## config.mk

```make
export PLATFORM = sky130hd
export DESIGN_NAME = mem_access_splitter
export DESIGN_NICKNAME = d
export VERILOG_FILES = /design/src/rtl/mem_access_splitter.sv
export SDC_FILE = /design/constraint.sdc
export NUM_CORES = 1
export LEC_CHECK = 0
export BUFFER_PORTS_ARGS = -buffer_cell sky130_fd_sc_hd__buf_2
export CAP_MARGIN = 20
export CELL_PAD_IN_SITES_DETAIL_PLACEMENT = 1
export CELL_PAD_IN_SITES_GLOBAL_PLACEMENT = 1
export CORE_MARGIN = 1.5
export CORE_UTILIZATION = 38
export DETAILED_ROUTE_END_ITERATION = 8
export PLACE_DENSITY = 0.86
export SLEW_MARGIN = 25
export SYNTH_ARGS = -nofsm -noshare
export SYNTH_HDL_FRONTEND = slang
export SYNTH_SLANG_ARGS = --single-unit
```

## constraint.sdc

```tcl
create_clock -name clk_i -period 2.1 [get_ports clk_i]
set_input_delay 0.105 -clock clk_i [delete_from_list [all_inputs] [get_ports clk_i]]
set_output_delay 0.105 -clock clk_i [all_outputs]
set_load 0.1 [all_outputs]
```

## src/rtl/mem_access_splitter.sv

```systemverilog
// mem_access_splitter
//   Byte-addressed load/store sequencer in front of a word-wide, byte-masked
//   RAM port with one-cycle read latency. Little-endian, one request in flight.
//   Build option MISALIGNED_SPLIT_EN: when defined, accesses that cross a word
//   boundary are issued as two RAM accesses (ACC0 then ACC1) and the read data
//   is reassembled; when undefined, such accesses return rsp_err_o without
//   touching the RAM.
module mem_access_splitter #(
  parameter int ADDR_W = 10
) (
  input  logic              clk_i,
  input  logic              rst_ni,
  input  logic              req_valid_i,
  output logic              req_ready_o,
  input  logic              req_we_i,
  input  logic [ADDR_W+1:0] req_addr_i,
  input  logic [1:0]        req_size_i,
  input  logic              req_signed_i,
  input  logic [31:0]       req_wdata_i,
  output logic              rsp_valid_o,
  input  logic              rsp_ready_i,
  output logic [31:0]       rsp_rdata_o,
  output logic              rsp_err_o,
  output logic              mem_en_o,
  output logic [ADDR_W-1:0] mem_addr_o,
  output logic [3:0]        mem_wr_mask_o,
  output logic [31:0]       mem_wdata_o,
  input  logic [31:0]       mem_rdata_i
);

`ifdef MISALIGNED_SPLIT_EN
  typedef enum logic [2:0] {S_IDLE, S_ACC0, S_ACC1, S_FIN, S_RESP} state_e;
`else
  typedef enum logic [2:0] {S_IDLE, S_ACC0, S_FIN, S_RESP} state_e;
`endif

  state_e            state_q;

  // Registered outputs
  logic              req_ready_q;
  logic              rsp_valid_q;
  logic [31:0]       rsp_rdata_q;
  logic              rsp_err_q;
  logic              mem_en_q;
  logic [ADDR_W-1:0] mem_addr_q;
  logic [3:0]        mem_wr_mask_q;
  logic [31:0]       mem_wdata_q;

  // Request fields captured at the handshake
  logic              we_q;
  logic [1:0]        size_q;
  logic              signed_q;
  logic [1:0]        off_q;

  // Decode of the incoming request (only consumed in IDLE)
  logic [1:0]        in_off;
  logic [ADDR_W-1:0] in_w0;
  logic [3:0]        in_smask;
  logic [2:0]        in_bytes;
  logic              in_illegal;
  logic              in_cross;
  logic              in_err;

  assign in_off   = req_addr_i[1:0];
  assign in_w0    = req_addr_i[ADDR_W+1:2];
  assign in_cross = ({1'b0, in_off} + in_bytes) > 3'd4;

  // Size decode: byte-lane mask and byte count of the access
  always_comb begin
    in_smask   = 4'b0000;
    in_bytes   = 3'd0;
    in_illegal = 1'b0;
    case (req_size_i)
      2'd0:    begin in_smask = 4'b0001; in_bytes = 3'd1; end
      2'd1:    begin in_smask = 4'b0011; in_bytes = 3'd2; end
      2'd2:    begin in_smask = 4'b1111; in_bytes = 3'd4; end
      default: in_illegal = 1'b1;
    endcase
  end

`ifdef MISALIGNED_SPLIT_EN
  // Lane mask and data spread over two consecutive words
  logic [7:0]        in_m8;
  logic [63:0]       in_d64;
  logic [ADDR_W-1:0] in_w1;
  logic              cross_q;
  logic [ADDR_W-1:0] w1_q;
  logic [3:0]        mask_hi_q;
  logic [31:0]       wdata_hi_q;
  logic [31:0]       lo_q;
  logic [63:0]       rd_cat;

  assign in_m8  = {4'b0000, in_smask} << in_off;
  assign in_d64 = {32'b0, req_wdata_i} << {in_off, 3'b000};
  assign in_w1  = in_w0 + ADDR_W'(1);   // wraps at the top of the RAM
  assign in_err = in_illegal;
`else
  // Without splitting, a legal access always fits in one word
  logic [3:0]        in_m8;
  logic [31:0]       in_d64;

  assign in_m8  = in_smask << in_off;
  assign in_d64 = req_wdata_i << {in_off, 3'b000};
  assign in_err = in_illegal | in_cross;
`endif

  // Read-data alignment: pick the 32-bit window starting at the byte offset
  logic [31:0] rd_al;
  logic [31:0] rd_ext;

`ifdef MISALIGNED_SPLIT_EN
  assign rd_cat = cross_q ? {mem_rdata_i, lo_q} : {32'b0, mem_rdata_i};
  assign rd_al  = rd_cat[{1'b0, off_q, 3'b000} +: 32];
`else
  assign rd_al  = mem_rdata_i >> {off_q, 3'b000};
`endif

  // Truncate to the access size and sign- or zero-extend
  always_comb begin
    rd_ext = rd_al;
    case (size_q)
      2'd0:    rd_ext = {{24{signed_q & rd_al[7]}},  rd_al[7:0]};
      2'd1:    rd_ext = {{16{signed_q & rd_al[15]}}, rd_al[15:0]};
      default: rd_ext = rd_al;
    endcase
  end

  // Sequencer FSM with all outputs registered
  always_ff @(posedge clk_i or negedge rst_ni) begin
    if (!rst_ni) begin
      state_q       <= S_IDLE;
      req_ready_q   <= 1'b1;
      rsp_valid_q   <= 1'b0;
      rsp_rdata_q   <= 32'b0;
      rsp_err_q     <= 1'b0;
      mem_en_q      <= 1'b0;
      mem_addr_q    <= '0;
      mem_wr_mask_q <= 4'b0000;
      mem_wdata_q   <= 32'b0;
      we_q          <= 1'b0;
      size_q        <= 2'd0;
      signed_q      <= 1'b0;
      off_q         <= 2'd0;
`ifdef MISALIGNED_SPLIT_EN
      cross_q       <= 1'b0;
      w1_q          <= '0;
      mask_hi_q     <= 4'b0000;
      wdata_hi_q    <= 32'b0;
      lo_q          <= 32'b0;
`endif
    end else begin
      // RAM strobes last exactly one cycle unless an access state re-asserts them
      mem_en_q      <= 1'b0;
      mem_wr_mask_q <= 4'b0000;
      case (state_q)
        S_IDLE: begin
          if (req_valid_i) begin
            req_ready_q <= 1'b0;
            we_q        <= req_we_i;
            size_q      <= req_size_i;
            signed_q    <= req_signed_i;
            off_q       <= in_off;
`ifdef MISALIGNED_SPLIT_EN
            cross_q     <= in_cross;
            w1_q        <= in_w1;
            mask_hi_q   <= req_we_i ? in_m8[7:4] : 4'b0000;
            wdata_hi_q  <= in_d64[63:32];
`endif
            if (in_err) begin
              state_q     <= S_RESP;
              rsp_valid_q <= 1'b1;
              rsp_err_q   <= 1'b1;
              rsp_rdata_q <= 32'b0;
            end else begin
              state_q       <= S_ACC0;
              mem_en_q      <= 1'b1;
              mem_addr_q    <= in_w0;
              mem_wr_mask_q <= req_we_i ? in_m8[3:0] : 4'b0000;
              mem_wdata_q   <= in_d64[31:0];
            end
          end
        end
        S_ACC0: begin
`ifdef MISALIGNED_SPLIT_EN
          if (cross_q) begin
            state_q       <= S_ACC1;
            mem_en_q      <= 1'b1;
            mem_addr_q    <= w1_q;
            mem_wr_mask_q <= mask_hi_q;
            mem_wdata_q   <= wdata_hi_q;
          end else begin
            state_q <= S_FIN;
          end
`else
          state_q <= S_FIN;
`endif
        end
`ifdef MISALIGNED_SPLIT_EN
        S_ACC1: begin
          // First word's read data arrives now; the second arrives in FIN
          lo_q    <= mem_rdata_i;
          state_q <= S_FIN;
        end
`endif
        S_FIN: begin
          state_q     <= S_RESP;
          rsp_valid_q <= 1'b1;
          rsp_err_q   <= 1'b0;
          rsp_rdata_q <= we_q ? 32'b0 : rd_ext;
        end
        S_RESP: begin
          if (rsp_ready_i) begin
            state_q     <= S_IDLE;
            rsp_valid_q <= 1'b0;
            rsp_rdata_q <= 32'b0;
            rsp_err_q   <= 1'b0;
            req_ready_q <= 1'b1;
          end
        end
        default: begin
          state_q     <= S_IDLE;
          req_ready_q <= 1'b1;
          rsp_valid_q <= 1'b0;
        end
      endcase
    end
  end

  assign req_ready_o   = req_ready_q;
  assign rsp_valid_o   = rsp_valid_q;
  assign rsp_rdata_o   = rsp_rdata_q;
  assign rsp_err_o     = rsp_err_q;
  assign mem_en_o      = mem_en_q;
  assign mem_addr_o    = mem_addr_q;
  assign mem_wr_mask_o = mem_wr_mask_q;
  assign mem_wdata_o   = mem_wdata_q;

endmodule

```

Word level (Yosys, flattened, before mapping) --
Cells that the tools add are included.
Cells by class: add/sub/neg operators 1, multiply operators 0, divide/modulo/power cells 0, order comparisons 1, equal/unequal tests 9, shift-type cells 3, mux-type cells 28, bitwise gates (word level) 6, reduce and logical (&&, ||, !) cells 12
Operators by type and width (count):
- 2-to-1 mux 32 bit | 4
- case mux 32 bit (3 select lines) | 1
- case mux 32 bit (2 select lines) | 1
- left shift 32 x 5 -> 32 bit | 1
- right shift 32 x 5 -> 32 bit | 1
- 2-to-1 mux 4 bit | 4
- case mux 3 bit (4 select lines) | 1
- case mux 4 bit (3 select lines) | 1
- 2-to-1 mux 1 bit | 9
- case mux 3 bit (3 select lines) | 1
- AND reduction 4 bit | 2
- == test 3 x 2 -> 1 bit, second input constant | 2
- 2-to-1 mux 3 bit | 2
- != test 2 bit, second input constant | 3
- case mux 1 bit (3 select lines) | 2
- AND reduction 3 bit | 2
- == test 2 x 1 -> 1 bit, second input constant | 2
- logical NOT 2 bit | 2
- case mux 1 bit (4 select lines) | 1
- AND reduction 2 bit | 2
- left shift 4 x 2 -> 4 bit | 1
- adder 2 x 3 -> 3 bit | 1
- == test 3 x 1 -> 1 bit, second input constant | 1
- greater-than comparator 3 bit, second input constant | 1
- other kinds (9) | 12
Storage, ports and cells: register bits after elaboration 91, latch bits 0, bits in writable memories 0, bits in read-only memories 0, input port bits 84, output and inout bits 82, logic and storage cells 73, memories kept 0

Logic depth before layout (Yosys ltp) --
depth after elaboration 8, mapped depth 11, mapped depth without buffers 9

Worst setup path before layout --
No wires, ideal clock.
kind input to register, start point input req_addr_i[1], end point register rsp_rdata_q[23], in the netlist rsp_rdata_o[23], library setup time 0.101 ns, data arrival time 2.087 ns, data required time 1.999 ns, slack -0.088 ns, cell stages on the path 8, path buffers 2, cells stage by stage clkbuf_1 > inv_1 > fa_1 > nor2b_1 > o21a_1 > or4_1 > buf_2 > o311ai_2
Between the ends: longest elaborated chain between the ends 5
Ends and longest elaborated chain:
- start, declared | line 16 | input logic [ADDR_W+1:0] req_addr_i,
- adder 2 x 3 -> 3 bit | line 66 | assign in_cross = ({1'b0, in_off} + in_bytes) > 3'd4;
- greater-than comparator 3 bit | line 66
- OR 1 bit | line 104 | assign in_err = in_illegal | in_cross;
- != test 2 bit (no line)
- AND reduction 4 bit (no line)
- end signal, assigned | line 209 | rsp_rdata_q <= we_q ? 32'b0 : rd_ext;
- end, declared | line 42 | logic [31:0] rsp_rdata_q;
No other way between the ends. A chain may end at the register's enable or synchronous reset.

Worst setup path after layout --
start point input req_size_i[0], end point register rsp_rdata_q[19], in the netlist rsp_rdata_o[19]
Between the ends: longest elaborated chain between the ends 7, elaborated cells between the ends (all ways) 11, classes of those cells add/sub (1); order compare (1); eq/ne (3); mux (2); bitwise (1); reduce/logical (3)
Ends and longest elaborated chain:
- start, declared | line 17 | input logic [1:0] req_size_i,
- == test 2 bit, or another cell as far along | line 73 | case (req_size_i)
- case mux 3 bit (3 select lines) | line 73
- adder 2 x 3 -> 3 bit | line 66
- greater-than comparator 3 bit | line 66
- OR 1 bit * | line 104
- != test 2 bit (no line) *
- AND reduction 4 bit (no line) *
Mark *: on every way between the ends. The rest lies on a longest branch, timed or not.

==> flow_summary.toml <==
[die]
die_y_um = 113
top_level_ports = 166
initial_utilization_pct = 38.6
num_rows = 40
dieArea_mm2 = 0.0128
chipWidth_um = 113
core_mm2 = 0.0119

[worst_setup_path]
cp-start-kind = "input port"
end_kind = "register"
crit_required_ns = 2.31
r2r_slack_ns = 0.10
crit_start = "req_size_i[0]"
reg2reg_depth = 5
path_cells = "buf_2 -> inv_2 -> ha_4 -> ha_4 -> inv_2 -> fa_2 -> nor2b_4 -> buf_4 -> o21ai_2 -> nand2_1 -> buf_12 -> o311ai_1"
path_delay_family = "adder cells"
max_stage_delay_ns = 0.42
slowest_stage = "fa_2"
cp_num_buf_inv = 5
rr_endpoint = "rsp_rdata_o[19]"
cp_num_cells = 12
reg2reg_from = "state_q[1]"
path_class = "input port to register"
cp_data_arrival_time_ns = 2.24
endpoint = "rsp_rdata_o[19]"
cp_max_fo = 24

[sta]
rsz0062_at_grt = "yes"
relSlewSlack_pct = 57.0
setup_viol = 0
final.min_clock_period_ns = 2.03
timing.fmax_ghz = 0.494
tns_ns = 0
hold_violations = 0
finalClockSkew_ns = 0.00669
worst_slew_pin_slew_ns = 0.640
post-route-period-util_pct = 96.4
maxSlewViolCount = 0

[global_route]
grt.total_usage_pct = 23.7
grt_pass1_vias = 4586
grt_pass1_wl_mm = 23.6
antenna_found_initial = 1
grt_overflow = 0
grt_max_degree = 48

[logic_synthesis]
synth_nets = 518
synth-simple-area-share_pct = 10.4
muxShareOfSynthArea_pct = 14.5
ys_async_sr_fraction_pct = 100
synth_edf_count = 0
yosys_warnings = 0
synth_seq_area_share_pct = 49.0
ys_types = 52
ys_seq_elements = 90
synth_top_family_by_area = "compound AO/OA/AOI/OAI gates"
synth_xor_area_share_pct = 0.381
synth_cells = 424
synth.avg_cell_area_um2 = 10.9
synth_compound_area_share_pct = 19.1
ys.flop_type = "dfrtp_1"
synthAdderAreaFrac_pct = 2.88
syn_area_mm2 = 0.00460

[job]
max_cap_viol_count = 0

[clock_tree]
cts-root-buf = "clkbuf_16"
clk_pin_slew_ns = 0.07
cts_max_path_buffers = 2
cts_buffers = 9
cts_tree = "built"
clk_latency_ns = 0.34
htree_levels = 3
clock_sink_count = 90

[min_path]
hp-start = "req_addr_i[9]"
holdCritPathClass = "input port to register"

[detailed_routing]
final_antenna_net_count = 0
remaining_drc_errors = 0
via_count = 4223
dr.first_iter.drc_count = 198
via_per_inst = 5.58
drtPass1Iterations = 4
wl_mm = 15.0
routedWlPerCell_um = 19.8

[place]
hpwlAfterDp_mm = 11.0
port_buffers = 165
place.gp.congestion = 0.845

[cells_and_area]
area_delta_synth_final_pct = 34.2
final_nets = 700
diodes = 0
drive_gt1_share_pct = 42.3
fillers = 1344

[run_status]
status = "complete, no violations"
-- repair_timing --
item                                   4_1_cts  5_1_grt
setup buffers                                0        0
endpoints found under the hold margin       54        0
resized for setup                            2        3
setup endpoints to repair                   21       25
hold buffers                                 9        0
-- layout make-up --
class / count / area (um2) / share of cell area (%)
Sequential cell: 90 / 2250 / 36.5
Multi-Input combinational cell: 294 / 2250 / 36.4
Timing Repair Buffer: 201 / 1160 / 18.8
Clock buffer: 10 / 239 / 3.87
Tap cell: 147 / 184 / 2.98
Clock inverter: 5 / 55.1 / 0.892
Inverter: 10 / 37.5 / 0.608
-- worst min-delay path by stage --
| stage | endpoint | cells after the start | slack [ns] |
|---|---|---|---|
| final | mem_addr_o[7] | 2 | 0.005 |
| after floorplan | mem_addr_o[0] | 0 | -0.19 |
| after CTS | mem_addr_o[2] | 2 | 0.0004 |
| after global placement | rsp_rdata_o[16] | 1 | 0.15 |
| after global routing | mem_addr_o[2] | 2 | 0.008 |
| after detailed placement | rsp_rdata_o[17] | 1 | 0.16 |
-- cells in the final DEF, fill, tap and decap left out, drive strengths merged, types with 9 or more instances in the layout --
master	n
a21oi	26
buf	192
clkbuf	10
dfrtp	89
dlygate4sd3	9
ha	9
inv	10
mux2	29
mux2i	32
nand2	42
nor2	19
nor2b	16
o21ai	32
o2bb2ai	15
o311ai	10
o31ai	11
-- synthesized netlist by cell type, types with 2 or more instances --
cell / instances / area share, %
o311ai_1: 8 / 1.5
buf_2: 11 / 1.2
a221o_1: 7 / 1.5
a221oi_1: 8 / 1.5
nand2_1: 42 / 3.4
mux2_2: 29 / 7.1
o21ai_0: 31 / 3.4
o31ai_1: 11 / 1.8
inv_1: 9 / 0.73
dfrtp_1: 89 / 48
nor2b_1: 16 / 2.2
ha_1: 9 / 2.4
mux2i_1: 32 / 7.0
nand2b_1: 3 / 0.41
and3_1: 2 / 0.27
a21oi_1: 26 / 2.8
a211oi_1: 8 / 1.3
o21a_1: 2 / 0.33
nor2_1: 19 / 1.6
o2bb2ai_1: 15 / 2.9
clkbuf_1: 16 / 1.3
-- sequential cells by signal, indices dropped and copies added, names as in the netlist --
signal,count
mem_addr_o,10
mem_en_o,1
mem_wdata_o,32
mem_wr_mask_o,4
off_q,2
req_ready_o,1
rsp_err_o,1
rsp_rdata_o,32
rsp_valid_o,1
signed_q,1
size_q,2
state_q,2
we_q,1
-- layer usage --
layer	GRT usage, %	routed length (um)	up-vias
met5	0	13	-
met4	9.08	359	2
met3	6.91	1110	33
met2	41.9	7640	167
met1	27.2	5910	2101
li1	-	-	1920
-- cells by family (layout without fill, tap and decap cells) --
family	count (synthesis)	after routing
AO/OA/AOI/OAI	126	126
buffers and inverters	40	226
AND/OR/NAND/NOR	94	94
multiplexers	62	62
flip-flops	90	90
adder cells (fa/ha/maj)	10	10
XOR/XNOR	2	2
-- stage by stage --
step | hold slack (ns) | std cells | utilization, % | area, um2 | setup WS (ns)
finish | 0.00471 | 757 | 51.8 | 6170 | 0.0747
global route | 0.00773 | 757 | 51.8 | 6170 | -0.0237
CTS | 0.000397 | 757 | 51.7 | 6160 | 0.0219
detailed placement | 0.159 | 733 | 48.5 | 5770 | -0.340
global placement | 0.149 | 733 | 48.5 | 5770 | -0.211
floorplan | -0.191 | 424 | - | 4650 | 0.0228
Power is not shown: default switching activity piles up to over one toggle a cycle in this logic, so the estimate is an artifact.
